==> src/rtl/mem_arbiter_pkg.sv <==
`default_nettype none
// ------------------------------------------------------------------
// my_pkg : shared types for mem_arbiter (arbiter states, counter sizing)
// Revision: 1.0
// ------------------------------------------------------------------
package my_pkg;

  typedef enum logic [1:0] {
    ARB_IDLE  = 2'd0,
    ARB_INSTR = 2'd1,
    ARB_DATA  = 2'd2
  } arb_state_t;

  // Counter width able to hold values 0..max_val inclusive.
  function automatic int cnt_width(input int max_val);
    return $clog2(max_val) + 1;
  endfunction

endpackage
`default_nettype wire

==> src/rtl/mem_arbiter_if.sv <==
`default_nettype none
// ------------------------------------------------------------------
// mem_arbiter_if : fetch, data and memory-port signals of mem_arbiter
// Revision: 1.0
// ------------------------------------------------------------------
interface mem_arbiter_if;

  logic        i_req;
  logic [31:0] i_addr;
  logic [31:0] i_rdata;
  logic        i_valid;

  logic        d_req;
  logic [3:0]  d_we;
  logic [31:0] d_addr;
  logic [31:0] d_wdata;
  logic [31:0] d_rdata;
  logic        d_valid;

  logic        mem_req;
  logic [3:0]  mem_we;
  logic [31:0] mem_addr;
  logic [31:0] mem_wdata;
  logic [31:0] mem_rdata;
  logic        mem_ready;

  logic        stall;
  logic        bus_error;

  // Arbiter side
  modport master (
    input  i_req, i_addr, d_req, d_we, d_addr, d_wdata, mem_rdata, mem_ready,
    output i_rdata, i_valid, d_rdata, d_valid,
    output mem_req, mem_we, mem_addr, mem_wdata, stall, bus_error
  );

  // Requester and memory side
  modport slave (
    output i_req, i_addr, d_req, d_we, d_addr, d_wdata, mem_rdata, mem_ready,
    input  i_rdata, i_valid, d_rdata, d_valid,
    input  mem_req, mem_we, mem_addr, mem_wdata, stall, bus_error
  );

endinterface
`default_nettype wire

==> src/rtl/mem_arbiter.sv <==
`default_nettype none
// ------------------------------------------------------------------
// mem_arbiter : shares one memory port between instruction fetch and
// data access, one transaction outstanding, with data-burst limit and timeout.
// Revision: 1.0
// ------------------------------------------------------------------
module mem_arbiter
  import my_pkg::*;
#(
  parameter int MAX_DATA_BURST = 2,
  parameter int TIMEOUT        = 255
) (
  input  logic          clk,
  input  logic          reset,
  mem_arbiter_if.master bus
);

  localparam int BURST_W = cnt_width(MAX_DATA_BURST);
  localparam int WAIT_W  = cnt_width(TIMEOUT);
  localparam logic [BURST_W-1:0] BURST_MAX = BURST_W'(MAX_DATA_BURST);
  // Abort on the TIMEOUT-th consecutive busy cycle without mem_ready.
  localparam logic [WAIT_W-1:0]  WAIT_LAST = WAIT_W'(TIMEOUT - 1);

  arb_state_t          state_q, state_d;
  logic [BURST_W-1:0]  burst_q, burst_d;
  logic [WAIT_W-1:0]   wait_q, wait_d;
  logic                mem_req_q, mem_req_d;
  logic [3:0]          mem_we_q, mem_we_d;
  logic [31:0]         mem_addr_q, mem_addr_d;
  logic [31:0]         mem_wdata_q, mem_wdata_d;
  logic [31:0]         i_rdata_q, i_rdata_d;
  logic [31:0]         d_rdata_q, d_rdata_d;
  logic                i_valid_q, i_valid_d;
  logic                d_valid_q, d_valid_d;
  logic                bus_error_q, bus_error_d;
  logic                grant_data, grant_instr;

  always_ff @(posedge clk or negedge reset) begin
    if (!reset) begin
      state_q     <= ARB_IDLE;
      burst_q     <= '0;
      wait_q      <= '0;
      mem_req_q   <= 1'b0;
      mem_we_q    <= '0;
      mem_addr_q  <= '0;
      mem_wdata_q <= '0;
      i_rdata_q   <= '0;
      d_rdata_q   <= '0;
      i_valid_q   <= 1'b0;
      d_valid_q   <= 1'b0;
      bus_error_q <= 1'b0;
    end else begin
      state_q     <= state_d;
      burst_q     <= burst_d;
      wait_q      <= wait_d;
      mem_req_q   <= mem_req_d;
      mem_we_q    <= mem_we_d;
      mem_addr_q  <= mem_addr_d;
      mem_wdata_q <= mem_wdata_d;
      i_rdata_q   <= i_rdata_d;
      d_rdata_q   <= d_rdata_d;
      i_valid_q   <= i_valid_d;
      d_valid_q   <= d_valid_d;
      bus_error_q <= bus_error_d;
    end
  end

  always_comb begin
    state_d     = state_q;
    burst_d     = burst_q;
    wait_d      = wait_q;
    mem_req_d   = mem_req_q;
    mem_we_d    = mem_we_q;
    mem_addr_d  = mem_addr_q;
    mem_wdata_d = mem_wdata_q;
    i_rdata_d   = i_rdata_q;
    d_rdata_d   = d_rdata_q;
    i_valid_d   = 1'b0;
    d_valid_d   = 1'b0;
    bus_error_d = 1'b0;
    // Data wins unless it has already used its burst allowance while a fetch waits.
    grant_data  = bus.d_req && !(bus.i_req && (burst_q == BURST_MAX));
    grant_instr = bus.i_req && !grant_data;

    case (state_q)
      ARB_IDLE: begin
        if (grant_data) begin
          state_d     = ARB_DATA;
          mem_req_d   = 1'b1;
          mem_we_d    = bus.d_we;
          mem_addr_d  = bus.d_addr;
          mem_wdata_d = bus.d_wdata;
          wait_d      = '0;
          if (!bus.i_req) begin
            burst_d = '0;
          end else if (burst_q != BURST_MAX) begin
            burst_d = burst_q + BURST_W'(1);
          end
        end else if (grant_instr) begin
          state_d     = ARB_INSTR;
          mem_req_d   = 1'b1;
          mem_we_d    = 4'b0000;
          mem_addr_d  = bus.i_addr;
          mem_wdata_d = '0;
          wait_d      = '0;
          burst_d     = '0;
        end else begin
          burst_d = '0;
        end
      end

      ARB_INSTR, ARB_DATA: begin
        if (bus.mem_ready) begin
          state_d   = ARB_IDLE;
          mem_req_d = 1'b0;
          if (state_q == ARB_INSTR) begin
            i_valid_d = 1'b1;
            i_rdata_d = bus.mem_rdata;
          end else begin
            d_valid_d = 1'b1;
            if (mem_we_q == 4'b0000) begin
              d_rdata_d = bus.mem_rdata;
            end
          end
        end else if (wait_q == WAIT_LAST) begin
          // Timeout completes the access toward its owner with stale read data.
          state_d     = ARB_IDLE;
          mem_req_d   = 1'b0;
          bus_error_d = 1'b1;
          if (state_q == ARB_INSTR) begin
            i_valid_d = 1'b1;
          end else begin
            d_valid_d = 1'b1;
          end
        end else begin
          wait_d = wait_q + WAIT_W'(1);
        end
      end

      default: begin
        state_d   = ARB_IDLE;
        mem_req_d = 1'b0;
      end
    endcase
  end

  assign bus.mem_req   = mem_req_q;
  assign bus.mem_we    = mem_we_q;
  assign bus.mem_addr  = mem_addr_q;
  assign bus.mem_wdata = mem_wdata_q;
  assign bus.i_rdata   = i_rdata_q;
  assign bus.i_valid   = i_valid_q;
  assign bus.d_rdata   = d_rdata_q;
  assign bus.d_valid   = d_valid_q;
  assign bus.bus_error = bus_error_q;
  assign bus.stall     = bus.d_req && !d_valid_q;

endmodule
`default_nettype wire

==> src/flat_wrapper.sv <==
// flat-port wrapper written by rule: the top's interface ports become plain ports
module mem_arbiter_flat import my_pkg::*;
#(
  parameter int MAX_DATA_BURST = 2,
  parameter int TIMEOUT        = 255
)
  (clk, reset, bus_i_req, bus_i_addr, bus_d_req, bus_d_we, bus_d_addr, bus_d_wdata, bus_mem_rdata, bus_mem_ready, bus_i_rdata, bus_i_valid, bus_d_rdata, bus_d_valid, bus_mem_req, bus_mem_we, bus_mem_addr, bus_mem_wdata, bus_stall, bus_bus_error);
  mem_arbiter_if bus_i ();
  input  logic clk;
  input  logic reset;
  input wire logic [$bits(bus_i.i_req)-1:0] bus_i_req;
  input wire logic [$bits(bus_i.i_addr)-1:0] bus_i_addr;
  input wire logic [$bits(bus_i.d_req)-1:0] bus_d_req;
  input wire logic [$bits(bus_i.d_we)-1:0] bus_d_we;
  input wire logic [$bits(bus_i.d_addr)-1:0] bus_d_addr;
  input wire logic [$bits(bus_i.d_wdata)-1:0] bus_d_wdata;
  input wire logic [$bits(bus_i.mem_rdata)-1:0] bus_mem_rdata;
  input wire logic [$bits(bus_i.mem_ready)-1:0] bus_mem_ready;
  output wire logic [$bits(bus_i.i_rdata)-1:0] bus_i_rdata;
  output wire logic [$bits(bus_i.i_valid)-1:0] bus_i_valid;
  output wire logic [$bits(bus_i.d_rdata)-1:0] bus_d_rdata;
  output wire logic [$bits(bus_i.d_valid)-1:0] bus_d_valid;
  output wire logic [$bits(bus_i.mem_req)-1:0] bus_mem_req;
  output wire logic [$bits(bus_i.mem_we)-1:0] bus_mem_we;
  output wire logic [$bits(bus_i.mem_addr)-1:0] bus_mem_addr;
  output wire logic [$bits(bus_i.mem_wdata)-1:0] bus_mem_wdata;
  output wire logic [$bits(bus_i.stall)-1:0] bus_stall;
  output wire logic [$bits(bus_i.bus_error)-1:0] bus_bus_error;
  assign bus_i.i_req = bus_i_req;
  assign bus_i.i_addr = bus_i_addr;
  assign bus_i.d_req = bus_d_req;
  assign bus_i.d_we = bus_d_we;
  assign bus_i.d_addr = bus_d_addr;
  assign bus_i.d_wdata = bus_d_wdata;
  assign bus_i.mem_rdata = bus_mem_rdata;
  assign bus_i.mem_ready = bus_mem_ready;
  assign bus_i_rdata = bus_i.i_rdata;
  assign bus_i_valid = bus_i.i_valid;
  assign bus_d_rdata = bus_i.d_rdata;
  assign bus_d_valid = bus_i.d_valid;
  assign bus_mem_req = bus_i.mem_req;
  assign bus_mem_we = bus_i.mem_we;
  assign bus_mem_addr = bus_i.mem_addr;
  assign bus_mem_wdata = bus_i.mem_wdata;
  assign bus_stall = bus_i.stall;
  assign bus_bus_error = bus_i.bus_error;
  mem_arbiter #(.MAX_DATA_BURST(MAX_DATA_BURST), .TIMEOUT(TIMEOUT)) u_core (.clk(clk), .reset(reset), .bus(bus_i));
endmodule
==> config.mk <==
export PLATFORM = sky130hd
export DESIGN_NAME = mem_arbiter_flat
export DESIGN_NICKNAME = d
export VERILOG_FILES = /design/src/rtl/mem_arbiter_pkg.sv /design/src/rtl/mem_arbiter_if.sv /design/src/rtl/mem_arbiter.sv /design/src/flat_wrapper.sv
export SDC_FILE = /design/constraint.sdc
export NUM_CORES = 1
export LEC_CHECK = 0
export BUFFER_PORTS_ARGS = -buffer_cell sky130_fd_sc_hd__buf_2
export CAP_MARGIN = 20
export CORE_MARGIN = 2
export CORE_UTILIZATION = 40
export CTS_CLUSTER_SIZE = 20
export DETAILED_ROUTE_END_ITERATION = 12
export PLACE_DENSITY_LB_ADDON = 0.12
export RECOVER_POWER = 50
export SLEW_MARGIN = 25
export SYNTH_ARGS = -nofsm -noshare
export SYNTH_HDL_FRONTEND = slang
export SYNTH_SLANG_ARGS = --single-unit
==> constraint.sdc <==
create_clock -name clk -period 2.05 [get_ports clk]
set_input_delay 0.41 -clock clk [delete_from_list [all_inputs] [get_ports clk]]
set_output_delay 0.41 -clock clk [all_outputs]
set_load 0.05 [all_outputs]
==> key figures <==
Outcome
  • Status: finished, violations left
  • Failing checks: negative setup slack

STA
  • Setup violations, final: 6
  • Min cycle time layout: between 2 and 2.5 ns
  • Fmax: ~490 MHz
  • Final Slew Violations: 0
  • RSZ-0062 raised after global routing: yes
  • Slew @ Worst Pin: approximately 1.1 ns
  • Relative slew slack: 29.7%
  • Final Hold Viols: 0
  • Clock skew: a little over 0.008 ns
  • Final period util: 100%
  • Setup total negative slack: -0.0335 ns
  • Hold slack final: ~0.21 ns
  • Final worst slack: -0.00925 ns

GRT
  • Vias in the first global route: about 4,800
  • Grt ovf: 0
  • Initial antenna violation count: 0
  • First-pass GRT wire length: between 20 and 25 mm
  • Global Route Usage Sum: a little under a fifth
  • Maximum number of pins on one net before global-route repair: 65

Synth
  • Post-synthesis cell type count: 43
  • Flops & latches, synth: roughly 150
  • Post-Synth Adder-Cell Area: approximately 1.2%
  • Multiplexer share of the synthesized area: between 10% and 20%
  • Register area share after synthesis: between 60 and 70%
  • Largest family of logic cells by synthesized area: multiplexers
  • Avg Inst Size Synth: ~13 µm²
  • Synth area leaders: dfrtp_1, mux2_2, mux2i_1
  • Syn Inst Count: 462
  • Synth Area in Simple Gates: approximately 6.5%
  • Synth area leader: dfrtp_1
  • Post-Syn Nets: 605
  • XOR/XNOR Fraction of Synth Area: 0%
  • Compound-Gate Fraction of Synth Area: roughly 11%
  • Ys Warns: 0
  • Synth top area share: around three fifths
  • Mapped Area: a little over 0.006 mm²

Placed design
  • Post-DP HPWL: between 10 and 15 mm
  • Gp weighted congestion: ~0.87
  • I/O Buffers: approximately 270
  • Area of placed instances: roughly 0.0078 mm²

Finish
  • Share of cells above drive strength 1: between 40% and 50%
  • Commonest non-fill, non-tap cell in the layout: buf_2
  • P&R area growth vs syn: 39.8%
  • Commonest cells after routing, fill and taps aside: buf_2, dfrtp_1, clkbuf_1, nand2_1, mux2_2
  • Antenna cells: 0
  • Post-route cell area: between 0.008 and 0.009 mm²
  • Fillers: approximately 1,300
  • Final nets: ~900

Worst hold path
  • Hold Path Class: input pin to register
  • Hold depth: 2
  • Min-delay src: bus_d_wdata[18]

Power and ir drop
  • Internal: around 8.6 mW
  • Combinational share of power: a little over half
  • Switching share of total power: 49.7%
  • Pwr Density: between 2000 and 2500 mW/mm²
  • Clock share of power: between 15 and 20%
  • P_leak: about 4.3 nW
  • Sequential share of power: between 20% and 30%
  • P_sw: 8.48 mW
  • Peak supply drop: roughly 0.98 mV
  • Power, Total: 17.1 mW

Floorplanning
  • Die Height: roughly 130 µm
  • Io pins: between 200 and 300
  • Initial Utilization: 40.6%
  • Row count: 45
  • Die width: around 130 µm
  • Die area: around 0.016 mm²
  • Core ar.: roughly 0.015 mm²

Worst setup path
  • Kind of critical path: register to register
  • Max FO, Critical Path: 8
  • Worst setup path startpoint: u_core.state_q[0]
  • R2R cell count: 6
  • Endpoint type of the worst setup path: register
  • WP data arrival: between 2 and 2.5 ns
  • CP startpoint kind: register
  • RR Startpoint: u_core.state_q[0]
  • Critical Path RT: about 2.4 ns

Drt
  • DR iter-0 viols: 160
  • Total number of vias: about 4,800
  • Post-route ant nets: 0
  • Drt drc: 0
  • Detailed-router iteration count before antenna repair: 4
  • Wirelength per Cell: approximately 17 µm
  • WL final: about 16 mm
  • Vias per std cell: roughly 5

Clock network
  • CTS clock-pin slew for the worst setup and hold paths: 0.06 ns
  • Worst-Skew Late Latency: about 0.42 ns
  • H-tree Lvls: 4
  • Sink Count: around 150
  • CTS Root Cell: clkbuf_16
  • Num CTS Buffers: 17
  • CTS max path bufs: 2
  • CTS tree: yes

Run
  • Max-cap violation count: 0
-- cells in the mapped netlist, drive strengths merged --
master  instances
a211o           1
a21boi          3
a21oi           4
a221o           3
a22o           36
and2            1
and3            1
and4            1
and4b           1
buf            15
clkbuf         13
dfrtp         149
ha              6
inv             8
mux2           64
mux2i          34
nand2          40
nand2b          5
nand3           4
nand4           3
nand4b          2
nor2            5
nor2b           2
nor3            7
nor4            4
o211ai          1
o21a            2
o21ai          38
o22a            1
o311a           1
o311ai          1
o31a            1
o31ai           1
o41ai           1
or3b            1
or4             2
-- critical path, stage by stage, from the launching register on --
cell       delay (ns)
dfrtp_1          0.41
ha_4             0.17
or4_4            0.51
nor3_4           0.23
buf_6            0.15
clkbuf_16        0.15
mux2_2           0.33
-- worst paths after layout --
kind,endpoint,slack (ns)
worst max-delay path,u_core.bus.d_rdata[13],-0.009
worst min-delay path,u_core.bus.mem_wdata[18],0.21
worst max register to register,u_core.bus.d_rdata[13],-0.009
worst min register to register,u_core.bus.mem_addr[21],0.47
max in group asynchronous,u_core.bus.d_rdata[29],0.24
min in group asynchronous,u_core.bus.mem_addr[24],0.75
-- cells by family after synthesis --
| family | after synthesis |
|---|---|
| mux | 98 |
| flops | 149 |
| fa+ha+maj | 6 |
| compound gates | 94 |
| buf+inv | 36 |
| simple gates | 79 |
-- layer usage --
metal	global-route usage, %	share of wire, %	up-vias
met5	0	0	-
met4	6.59	1.4	0
met3	5.99	7.1	16
met2	32.4	50	185
met1	23.4	41	2307
li1	-	-	2257
-- power by group through the flow --
| stage | combinational, mW | sequential (mW) | clock [mW] |
|---|---|---|---|
| 2_1_floorplan | 2.18 | 9.34 | 0 |
| 3_3_place_gp | 8.76 | 4.94 | 0 |
| 3_5_place_dp | 8.88 | 4.97 | 0 |
| 4_1_cts | 8.88 | 4.95 | 3.16 |
| 5_1_grt | 9.49 | 5.15 | 3.30 |
| 6_report | 8.99 | 4.98 | 3.11 |
-- registers in the layout (all words and copies together), names as in the netlist --
signal	flops
u_core.bus.d_rdata	32
u_core.bus.i_rdata	32
u_core.bus.mem_addr	32
u_core.bus.mem_wdata	32
u_core.wait_q	9
u_core.bus.mem_we	4
u_core.burst_q	2
u_core.state_q	2
u_core.bus.bus_error	1
u_core.bus.d_valid	1
u_core.bus.i_valid	1
u_core.bus.mem_req	1
-- final cells by class --
class                   count  area, µm²  area share [%]
clock inverters            12        143            1.67
flip-flops and latches    149       3730            43.7
repair buffers            299       1600            18.8
well taps                 188        235            2.76
clock buffers              19        453            5.31
inverters                   8       30.0           0.352
multi-input cells         277       2340            27.5
-- metrics by stage --
step,instances,util (%),setup WS (ns)
2_1_floorplan,462,-,0.0455
3_5_place_dp,913,51.9,0.0275
6_report,952,56.8,-0.00925
3_3_place_gp,913,51.9,0.0558
5_1_grt,952,56.8,-0.0700
4_1_cts,945,55.9,0.00489
-- repair_timing --
action	4_1_cts	5_1_grt
hold buffers	1	0
resized for setup	0	36
buffers inserted	0	4
endpoints found under the hold margin	37	0
setup endpoints to repair	0	37
Power figures use the tool's default switching activity.
